===== src/rtl/led_seq_pkg.sv =====
// Shared types and constants for the LED pattern sequencer.
// Optional BOUNCE support is selected with the LED_SEQ_BOUNCE_EN macro.
package led_seq_pkg;

  typedef enum logic [1:0] {
    ModeLeft   = 2'd0,
    ModeRight  = 2'd1,
    ModeBounce = 2'd2,
    ModeFill   = 2'd3
  } led_mode_e;

  // Pattern shown out of reset: only LED 0 lit.
  localparam logic [63:0] LedResetPat = 64'h1;

  // Width of the position index; never narrower than one bit.
  function automatic int unsigned pos_bits(input int unsigned width);
    return (width > 1) ? $clog2(width) : 1;
  endfunction

endpackage


===== src/rtl/led_seq_prescaler.sv =====
// Enable-gated step prescaler: emits a one-cycle tick every tick_div+1 enabled cycles.
// Shared by the LED sequencer and other timed status blocks.
module led_seq_prescaler #(
  parameter int unsigned DIV_W = 24
) (
  input  logic             clk,
  input  logic             rst,
  input  logic             en,
  input  logic [DIV_W-1:0] tick_div,
  output logic             tick_o
);

  logic [DIV_W-1:0] cnt_q, cnt_d;

  // >= rather than == so a period shortened below the running count fires at once.
  assign tick_o = en && (cnt_q >= tick_div);

  always_comb begin
    cnt_d = cnt_q;
    if (tick_o) begin
      cnt_d = '0;
    end else if (en) begin
      cnt_d = cnt_q + DIV_W'(1);
    end
  end

  always_ff @(posedge clk or posedge rst) begin
    if (rst) begin
      cnt_q <= '0;
    end else begin
      cnt_q <= cnt_d;
    end
  end

endmodule


===== src/rtl/led_seq.sv =====
// Parametrised LED pattern sequencer: LEFT, RIGHT, BOUNCE and FILL runs with step/wrap strobes.
// BOUNCE and the direction register exist only when LED_SEQ_BOUNCE_EN is defined.
module led_seq
  import led_seq_pkg::*;
#(
  parameter int unsigned WIDTH = 8,
  parameter int unsigned DIV_W = 24
) (
  input  logic             clk,
  input  logic             rst,
  input  logic             en,
  input  logic [1:0]       mode,
  input  logic [DIV_W-1:0] tick_div,
  output logic [WIDTH-1:0] led_o,
  output logic             step_o,
  output logic             wrap_o
);

  localparam int unsigned PW     = pos_bits(WIDTH);
  localparam logic [PW-1:0] PosMax = PW'(WIDTH - 1);
  localparam logic [PW-1:0] PosOne = PW'(1);

  logic            tick;
  logic [PW-1:0]   pos_q, pos_d;
  logic [WIDTH-1:0] led_d;
  logic            wrap_d;
  logic            pos_legal;
  led_mode_e       mode_e;
`ifdef LED_SEQ_BOUNCE_EN
  logic            dir_q, dir_d;
`endif

  led_seq_prescaler #(
    .DIV_W (DIV_W)
  ) u_prescaler (
    .clk      (clk),
    .rst      (rst),
    .en       (en),
    .tick_div (tick_div),
    .tick_o   (tick)
  );

  assign pos_legal = ({1'b0, pos_q} <= {1'b0, PosMax});

  always_comb begin
    mode_e = led_mode_e'(mode);
`ifndef LED_SEQ_BOUNCE_EN
    if (mode_e == ModeBounce) begin
      mode_e = ModeLeft;
    end
`endif
    pos_d  = pos_q;
    wrap_d = 1'b0;
    led_d  = led_o;
`ifdef LED_SEQ_BOUNCE_EN
    dir_d  = dir_q;
`endif
    if (tick) begin
      if (WIDTH == 1) begin
        // Single LED: every step is a full cycle of the sequence.
        pos_d  = '0;
        wrap_d = 1'b1;
`ifdef LED_SEQ_BOUNCE_EN
        if (mode_e == ModeRight) begin
          dir_d = 1'b1;
        end else if (mode_e != ModeBounce) begin
          dir_d = 1'b0;
        end
`endif
      end else if (!pos_legal) begin
        pos_d = '0;
      end else begin
        unique case (mode_e)
          ModeRight: begin
            if (pos_q == '0) begin
              pos_d  = PosMax;
              wrap_d = 1'b1;
            end else begin
              pos_d = pos_q - PosOne;
            end
`ifdef LED_SEQ_BOUNCE_EN
            dir_d = 1'b1;
`endif
          end
`ifdef LED_SEQ_BOUNCE_EN
          ModeBounce: begin
            if (!dir_q) begin
              if (pos_q == PosMax) begin
                pos_d = pos_q - PosOne;
                dir_d = 1'b1;
              end else begin
                pos_d = pos_q + PosOne;
              end
            end else begin
              if (pos_q == '0) begin
                pos_d  = pos_q + PosOne;
                dir_d  = 1'b0;
                wrap_d = 1'b1;
              end else begin
                pos_d = pos_q - PosOne;
              end
            end
            // Two LEDs simply alternate; the return to LED 0 marks the wrap.
            if (WIDTH == 2) begin
              wrap_d = (pos_q == PosMax);
            end
          end
`endif
          default: begin
            if (pos_q == PosMax) begin
              pos_d  = '0;
              wrap_d = 1'b1;
            end else begin
              pos_d = pos_q + PosOne;
            end
`ifdef LED_SEQ_BOUNCE_EN
            dir_d = 1'b0;
`endif
          end
        endcase
      end
      for (int i = 0; i < WIDTH; i++) begin
        led_d[i] = (mode_e == ModeFill) ? (PW'(i) <= pos_d) : (PW'(i) == pos_d);
      end
    end
  end

  always_ff @(posedge clk or posedge rst) begin
    if (rst) begin
      pos_q  <= '0;
      led_o  <= LedResetPat[WIDTH-1:0];
      step_o <= 1'b0;
      wrap_o <= 1'b0;
    end else begin
      pos_q  <= pos_d;
      led_o  <= led_d;
      step_o <= tick;
      wrap_o <= wrap_d;
    end
  end

`ifdef LED_SEQ_BOUNCE_EN
  always_ff @(posedge clk or posedge rst) begin
    if (rst) begin
      dir_q <= 1'b0;
    end else begin
      dir_q <= dir_d;
    end
  end
`endif

endmodule

===== config.mk =====
export PLATFORM = sky130hd
export DESIGN_NAME = led_seq
export DESIGN_NICKNAME = d
export VERILOG_FILES = /design/src/rtl/led_seq_pkg.sv /design/src/rtl/led_seq_prescaler.sv /design/src/rtl/led_seq.sv
export SDC_FILE = /design/constraint.sdc
export NUM_CORES = 1
export LEC_CHECK = 0
export CORE_ASPECT_RATIO = 0.75
export CORE_MARGIN = 3
export CORE_UTILIZATION = 49
export CTS_CLUSTER_DIAMETER = 100
export DETAILED_ROUTE_END_ITERATION = 6
export PLACE_DENSITY = 0.76
export SLEW_MARGIN = 20
export SYNTH_ARGS = -nofsm -noshare
export SYNTH_HDL_FRONTEND = slang
export SYNTH_HIERARCHICAL = 1
export SYNTH_SLANG_ARGS = --single-unit

===== constraint.sdc =====
create_clock -name clk -period 2.5 [get_ports clk]
set_input_delay 0.5 -clock clk [delete_from_list [all_inputs] [get_ports clk]]
set_output_delay 0.5 -clock clk [all_outputs]
set_load 0.02 [all_outputs]

# After elaboration in Yosys (flattened, before gate mapping)
# Index checks and enable logic that the tools add are counted.
op_classes:
  add_sub_neg: 3
  n_lt_le_gt_ge: 9
  n_eq_ne: 11
  muxes: 19
  reduce_logical: 4
op_table:
  columns: ["cell", "count"]
  rows:
  - ["$mux 24", 2]
  - ["$add 24x1->24 const B", 1]
  - ["$ge 24x24->1", 1]
  - ["$eq 3x3->1 const A", 4]
  - ["$le 3x3->1 const A", 4]
  - ["$mux 1", 12]
  - ["$mux 3", 4]
  - ["$eq 2x3->1 const A", 2]
  - ["$le 1x3->1 const A", 2]
  - ["$le 2x3->1 const A", 2]
  - ["$logic_not 3->1", 2]
  - ["$eq 2x2->1 const B", 2]
  - ["$add 3x1->3 const B", 1]
  - ["$eq 1x3->1 const A", 1]
  - ["$eq 3x3->1 const B", 1]
  - ["$sub 3x1->3 const B", 1]
  - ["$eq 2x1->1 const B", 1]
  - ["$mux 2", 1]
  - ["$reduce_bool 2->1", 1]
  - ["$logic_and 1x1->1", 1]
totals:
  regBits: 37
  in_bits: 29
  out_inout_bits: 10
  word_cells: 51

# Depth between registers and ports, before layout
logic_depth:
  depth_word: 7
  ltp_mapped: 11
  mapped_depth_nobuf: 10

# Hierarchy
# Netlist, hierarchy kept.
modules_own_cells:
  columns: ["mod", "instances", "cells_each", "area_per_inst_um2", "seq_area_each_um2"]
  rows:
  - ["led_seq_prescaler", 1, 200, 1841.8, 600.6]
  - ["led_seq", 1, 79, 757.0, 326.6]

# Worst setup path after synthesis
# No wires, ideal clock.
synth_path:
  path_kind: "input port to flip-flop"
  startpoint: "input port tick_div[21]"
  endpoint: "register led_o[1]"
  setup_ns: 0.126
  arrival_time_ns: 2.405
  required_ns: 2.374
  slack_ns: -0.031
  cell_stages: 11
  path_buffers: 1
  cell_sequence: "inv_1 -> ha_1 -> a21o_1 -> a21o_1 -> a221oi_2 -> a21boi_4 -> a21oi_2 -> buf_6 -> clkinv_1 -> a211oi_1 -> a221o_1"
synth_via:
  elab_chain_cells: 2
synth_lines:
  columns: ["element", "line", "text"]
  rows:
  - ["from (decl)", "led_seq.sv:13", "input logic [DIV_W-1:0] tick_div,"]
  - ["$ge 24x24->1", "led_seq_prescaler.sv:16", "assign tick_o = en && (cnt_q >= tick_div);"]
  - ["$logic_and 1x1->1", "led_seq_prescaler.sv:16", null]
  - ["via tick", "led_seq.sv:23", "logic tick;"]
  - ["to (signal assigned)", "led_seq.sv:131", "led_o <= LedResetPat[WIDTH-1:0];"]
  - ["to (signal assigned)", "led_seq.sv:136", "led_o <= led_d;"]
  - ["to (decl)", "led_seq.sv:14", "output logic [WIDTH-1:0] led_o,"]
# The timed path passes the listed nets, and every way through them passes these cells.
# A chain may end at the register's enable or synchronous reset.

# Worst setup path after layout
layout_path:
  startpoint: "input port tick_div[1]"
  endpoint: "register led_o[4]"
# The elaborated chain is that of the path after synthesis.

==> impl_metrics.csv <==
group,metric,value,unit
outcome,status,"complete, no violations",
floorplanning,core_area,5010,um2
routing,via_count,2234,
floorplanning,die-area,6220,um2
power,powerDensity,406,nW/um2
clocking,clock_latency,290,ps
sta,maxSlewHeadroom,50.8,%
clocking,cts_tree,"yes",
synth,synth-seq-area-share,35.7,%
routing,routed_wl,6500,um
layout,n_fill_cell,372,
sta,period_minus_slack,2430,ps
synth,synth_edf_count,0,
synth,synthFlopType,"dfrtp_1",
clocking,clkTransAtPathRegs,80,ps
setup_path,critPathKind,"in -> reg",
setup_path,reg2reg_setup_slack,130,ps
synth,ys_ff_latch,37,
routing,viasPerCell,5.45,
flow_run,max_cap_viol_count,0,
setup_path,cp_max_fo,5,
synth,synth_top_area_share,34.7,%
synth,yosys-top-cells-area,"dfrtp_1, ha_1, nor2_2",
placement,pre_cts_ws,-492,ps
layout,stdcell_count,410,
layout,multi_input_area,1800,um2
synth,yosysWarnings,6,
layout,drive_gt1_share,31.4,%
placement,port_buffers,38,
routing,dr.pass1.iters,5,
sta,fmax,0.411,GHz
synth,synthArstFlopShare,100,%
sta,slew_violations,0,
floorplanning,pin_count,39,
synth,synth.distinct_cells,56,
synth,synth_nets,337,
global_routing,grt_remaining_overflow,0,
floorplanning,initial_core_util,51.9,%
placement,place.gp.congestion,0.936,
synth,synth.avg_cell_area,9.31,um2
sta,tightest_slew,731,ps
setup_path,cp.arrival,2610,ps
global_routing,grt_pass1_wl,10400,um
clocking,cts-root-buf,"clkbuf_8",
setup_path,cp.required,2680,ps
floorplanning,rows,22,
floorplanning,die_w,90.1,um
layout,syn2layout_area_growth,39.1,%
layout,final_nets,395,
synth,synth_top_cell_by_area,"dfrtp_1",
hold_path,min_path_type,"reg -> reg",
synth,syn-instance-count,279,
sta,min_period_over_period,97.2,%
layout,diodes,0,
global_routing,busiest_layer,"met2",
clocking,clk_path_buf_depth,2,
power,total_power,1.47,mW
setup_path,start_kind,"input port",
clocking,cts_sinks,37,
power,leakage,1.73,nW
routing,first_iter_violations,152,
sta,fin_skew,6.43,ps
sta,layout_setup_ws,68.8,ps
placement,place_inst,398,
power,peakVddDrop,0.000270,V
global_routing,grt_pass1_vias,2196,
global_routing,grt_use_met2,30.5,%
routing,ant_nets,0,
synth,syn_area,2600,um2
setup_path,endpoint_kind,"flop",
layout,seq_area,927,um2
sta,setup_viol,0,
global_routing,antenna_found_initial,0,
floorplanning,die_h,69.1,um
global_routing,met3_usage,4.36,%
sta,finalHoldViolations,0,
sta,fin_hold_ws,514,ps
global_routing,grt_usage,20.4,%
routing,drc_errors,0,
clocking,cts_buffers,5,
clocking,h-tree-depth,2,
placement,hpwl,4530,um
global_routing,use_met1,30.3,%
global_routing,grt_max_degree,25,
routing,wl_per_cell,15.9,um
==> worst paths after layout <==
| check | start | endpoint | depth (start not counted) |
|---|---|---|---|
| max | tick_div[1] | led_o[4] | 11 |
| max reg2reg | u_prescaler/cnt_q[21] | led_o[4] | 10 |
| min reg2reg | led_o[3] | led_o[3] | 2 |
| min | led_o[3] | led_o[3] | 2 |
| min in group asynchronous | rst | led_o[3] | 2 |
| max in group asynchronous | rst | led_o[0] | 2 |
==> sequential cells by signal, indices dropped and copies added, names as in the netlist <==
| name | cells |
|---|---|
| led_o | 8 |
| pos_q | 3 |
| step_o | 1 |
| u_prescaler/cnt_q | 24 |
| wrap_o | 1 |
==> per-stage QoR <==
| step | util (%) | area [um2] | TNS [ps] |
|---|---|---|---|
| 2_1_floorplan | - | 2610 | 0 |
| 3_3_place_gp | 63.0 | 3160 | -7640 |
| 3_5_place_dp | 63.0 | 3160 | -8770 |
| 4_1_cts | 66.7 | 3340 | -19.5 |
| 5_1_grt | 72.2 | 3620 | -70.2 |
| 6_report | 72.2 | 3620 | 0 |
==> critical path, cell delays in order <==
cell	delay [ps]
clkdlybuf4s50_1	450
inv_1	60
ha_4	210
a211oi_2	260
o221ai_2	120
a41oi_2	260
a21oi_4	130
buf_4	160
nand4_1	90
o21ai_0	130
a31o_2	240
==> area by class of cell <==
cell class | count | share of cell area [%]
multi-input cells | 201 | 49.7
clock inverters | 1 | 0.138
flip-flops and latches | 37 | 25.6
repair buffers | 58 | 15.7
clock buffers | 7 | 2.66
well taps | 72 | 2.49
inverters | 34 | 3.67
==> power by group <==
| part | leakage (nW) | total (mW) | internal [mW] | switching, mW |
|---|---|---|---|---|
| sequential | 0.494 | 0.697 | 0.632 | 0.0650 |
| clock | 0.0542 | 0.458 | 0.249 | 0.209 |
| combinational | 1.18 | 0.313 | 0.167 | 0.146 |
==> cell usage after synthesis (2+ instances only) <==
library cell,number
dfrtp_1,36
inv_1,33
ha_1,29
nor2_2,20
nand2_1,16
a21oi_1,14
nor2_1,14
nand3_1,11
xor2_1,11
xnor2_1,10
o21ai_0,7
and3_1,6
nand4_1,5
nor2b_1,5
buf_2,4
a211oi_1,3
a21o_1,3
nor3_1,3
a21boi_0,2
a22o_1,2
a31o_1,2
a31oi_1,2
and2_1,2
buf_6,2
nand2b_1,2
o211ai_1,2
o2bb2ai_1,2
o31ai_1,2
or3_1,2
==> layer usage <==
metal	share of wire, %	vias to the layer above
li1	-	1092
met1	49	1067
met2	46	69
met3	4.6	6
met4	0.66	0
met5	0	-
==> what timing repair did <==
action	4_1_cts	5_1_grt
pin swaps	7	23
endpoints found under the hold margin	0	0
buffers inserted	3	1
gates cloned	0	0
gates resized for setup	14	57
endpoints found under the setup margin	17	33
hold buffers	0	0
==> cells by family after synthesis <==
family	Yosys count	share of synthesized area (%)
AND/OR/NAND/NOR	97	21.0
XOR/XNOR	21	7.08
adder cells (fa/ha/maj)	29	14.0
buffers and inverters	41	6.69
multiplexers	1	0.433
flip-flops	37	35.7
AO/OA/AOI/OAI	53	15.1
==> cells in the final DEF, fill, tap and decap left out, types with 4 or more instances in the layout <==
cell type,n
dfrtp_1,36
clkdlybuf4s50_1,23
inv_1,21
nor2_2,21
buf_4,19
ha_1,15
dlymetal6s2s_1,14
ha_4,14
nor2_1,13
nand2_1,13
inv_2,12
nand3_1,11
xor2_1,11
xnor2_1,10
a21oi_1,9
clkbuf_8,7
nand4_1,5
a21oi_2,5
and3_1,5
nor2b_1,4
Note: power is estimated with default switching activity, not from simulation.
==> RTL edit, RTL diff (same settings) <==
Add a define of `LED_SEQ_BOUNCE_EN`.
--- a/src/rtl/led_seq.sv
+++ b/src/rtl/led_seq.sv
@@ -2,2 +2,4 @@
 // BOUNCE and the direction register exist only when LED_SEQ_BOUNCE_EN is defined.
+`define LED_SEQ_BOUNCE_EN
+
 module led_seq
Check against the original RTL: not equivalent (a bounded check fails within 4 cycles, from zero or initial values and one cycle with rst high).
==> RTL edit against the original RTL <==
  * Power grew 2.4%
  * Cell area grew 6.9%
  * Sequential cell count grew 1
  * Worst setup slack is essentially flat
  * First-iteration DRC count shrank 49%
  * Synthesized area grew 6.9%
  * Die area grew 6.4%
  * Maximum frequency is essentially flat
  * Sequential share of layout area shrank 1.0 points
  * Wire length grew 8.0%
  * Critical path type unchanged
  * Critical endpoint is now led_o[1]$_DFFE_PP0P_
  * Largest cell class unchanged
  * Largest power group unchanged
==> RTL edit: results <==
[outcome]
outcome = "finished clean"

[synthesis]
synth_commonest_cells = "inv_1, dfrtp_1, ha_1, nor2_2, a21oi_1"
yosysSeqAreaShare_pct = 34.3
yosysMostFrequentCell = "inv_1"

[power_and_ir_drop]
ir_drop_v = 0.000312
intPower_mw = 1.05
p_leak_nw = 1.87

[grt]
grt_pass1_wl_microns = 11500
grt_use_met1_pct = 29.4
grt_usage_pct = 21.5
gr-usage-met3_pct = 5.04

[route]
dr.pass1.iters = 4
m1WireLength_microns = 3240
routed-wl-met3_microns = 291
dr.first_iter.drc_count = 78
wl_met2_microns = 3290
wl_per_cell_microns = 16.1

[final_layout]
nets = 421
layout-drive-gt1-share_pct = 31.4

[timing]
fin_worst_skew_ns = 0.00697
max_slew_margin_pct = 50.9

[place]
gp_congestion = 0.811
placed_area_sq_um = 3380
dp_hpwl_microns = 5000

[critical_path]
crit_fanout = 6
arrival_ns = 2.66
RTL edit: changes by cell type after synthesis, sizes merged, moves of 2 or more:
cell / delta
nor2b: -2
o211ai: -2
o2bb2ai: +2
inv: +5
buf: -3
a21o: +2
mux2i: +3
o21ai: +3
ha: +4
nand3: +2
a21oi: +4
nand2: -3
nand2b: +2
RTL edit: layout make-up:
cell class | count | area share [%]
inverter | 38 | 3.69
tap | 75 | 2.43
clock buffer | 7 | 2.23
multi-input combinational | 211 | 50.2
clock inverter | 1 | 0.129
sequential | 38 | 24.6
timing repair buffer | 65 | 16.7
RTL edit: path summary, 6_finish.rpt:
path	startpoint	end	slack, ns	cells past startpoint
max in group asynchronous	rst	step_o$_DFF_PP0_	1.54	2
min reg2reg	led_o[5]$_DFFE_PP0P_	led_o[5]$_DFFE_PP0P_	0.50	1
max	tick_div[13]	led_o[1]$_DFFE_PP0P_	0.07	12
max reg2reg	u_prescaler/cnt_q[0]$_DFFE_PP0P_	led_o[1]$_DFFE_PP0P_	0.21	11
min	led_o[5]$_DFFE_PP0P_	led_o[5]$_DFFE_PP0P_	0.50	1
min in group asynchronous	rst	u_prescaler/cnt_q[2]$_DFFE_PP0P_	0.57	3
RTL edit: power by group through the flow:
| stage | clock network [mW] | logic [mW] | registers, mW |
|---|---|---|---|
| 2_1_floorplan | 0 | 0.175 | 0.697 |
| 3_3_place_gp | 0 | 0.269 | 0.710 |
| 3_5_place_dp | 0 | 0.281 | 0.712 |
| 4_1_cts | 0.447 | 0.285 | 0.702 |
| 5_1_grt | 0.470 | 0.398 | 0.709 |
| 6_report | 0.443 | 0.355 | 0.704 |
RTL edit: cell families (layout without fill, tap and decap cells):
| group | count (synthesis) | in the layout | share of synthesized area (%) |
|---|---|---|---|
| buf+inv | 43 | 111 | 6.62 |
| simple gates | 88 | 88 | 17.6 |
| fa+ha+maj | 33 | 33 | 14.9 |
| mux | 5 | 5 | 1.89 |
| flops | 38 | 38 | 34.3 |
| compound gates | 64 | 64 | 18.2 |
| xor+xnor | 21 | 21 | 6.62 |
RTL edit: worst max-delay path, delay by kind of cell:
family	cells	cell delay [ns]
and+or+nand+nor	2	0.33
adders and majority gates	1	0.27
buffers and inverters	5	0.95
AOI/OAI and AO/OA	4	0.61
RTL edit: repair_timing:
| item | in CTS | in global routing |
|---|---|---|
| pin swaps | 1 | 22 |
| resized for setup | 3 | 59 |
| gates cloned | 0 | 1 |
| endpoints found under the setup margin | 7 | 35 |
| buffers inserted | 1 | 6 |
RTL edit: metrics by stage:
step / std cells / setup WS (ns)
2_1_floorplan: 292 / 0.0000218
3_3_place_gp: 420 / -0.342
3_5_place_dp: 420 / -0.412
4_1_cts: 429 / -0.0222
5_1_grt: 435 / -0.0268
6_report: 435 / 0.0691
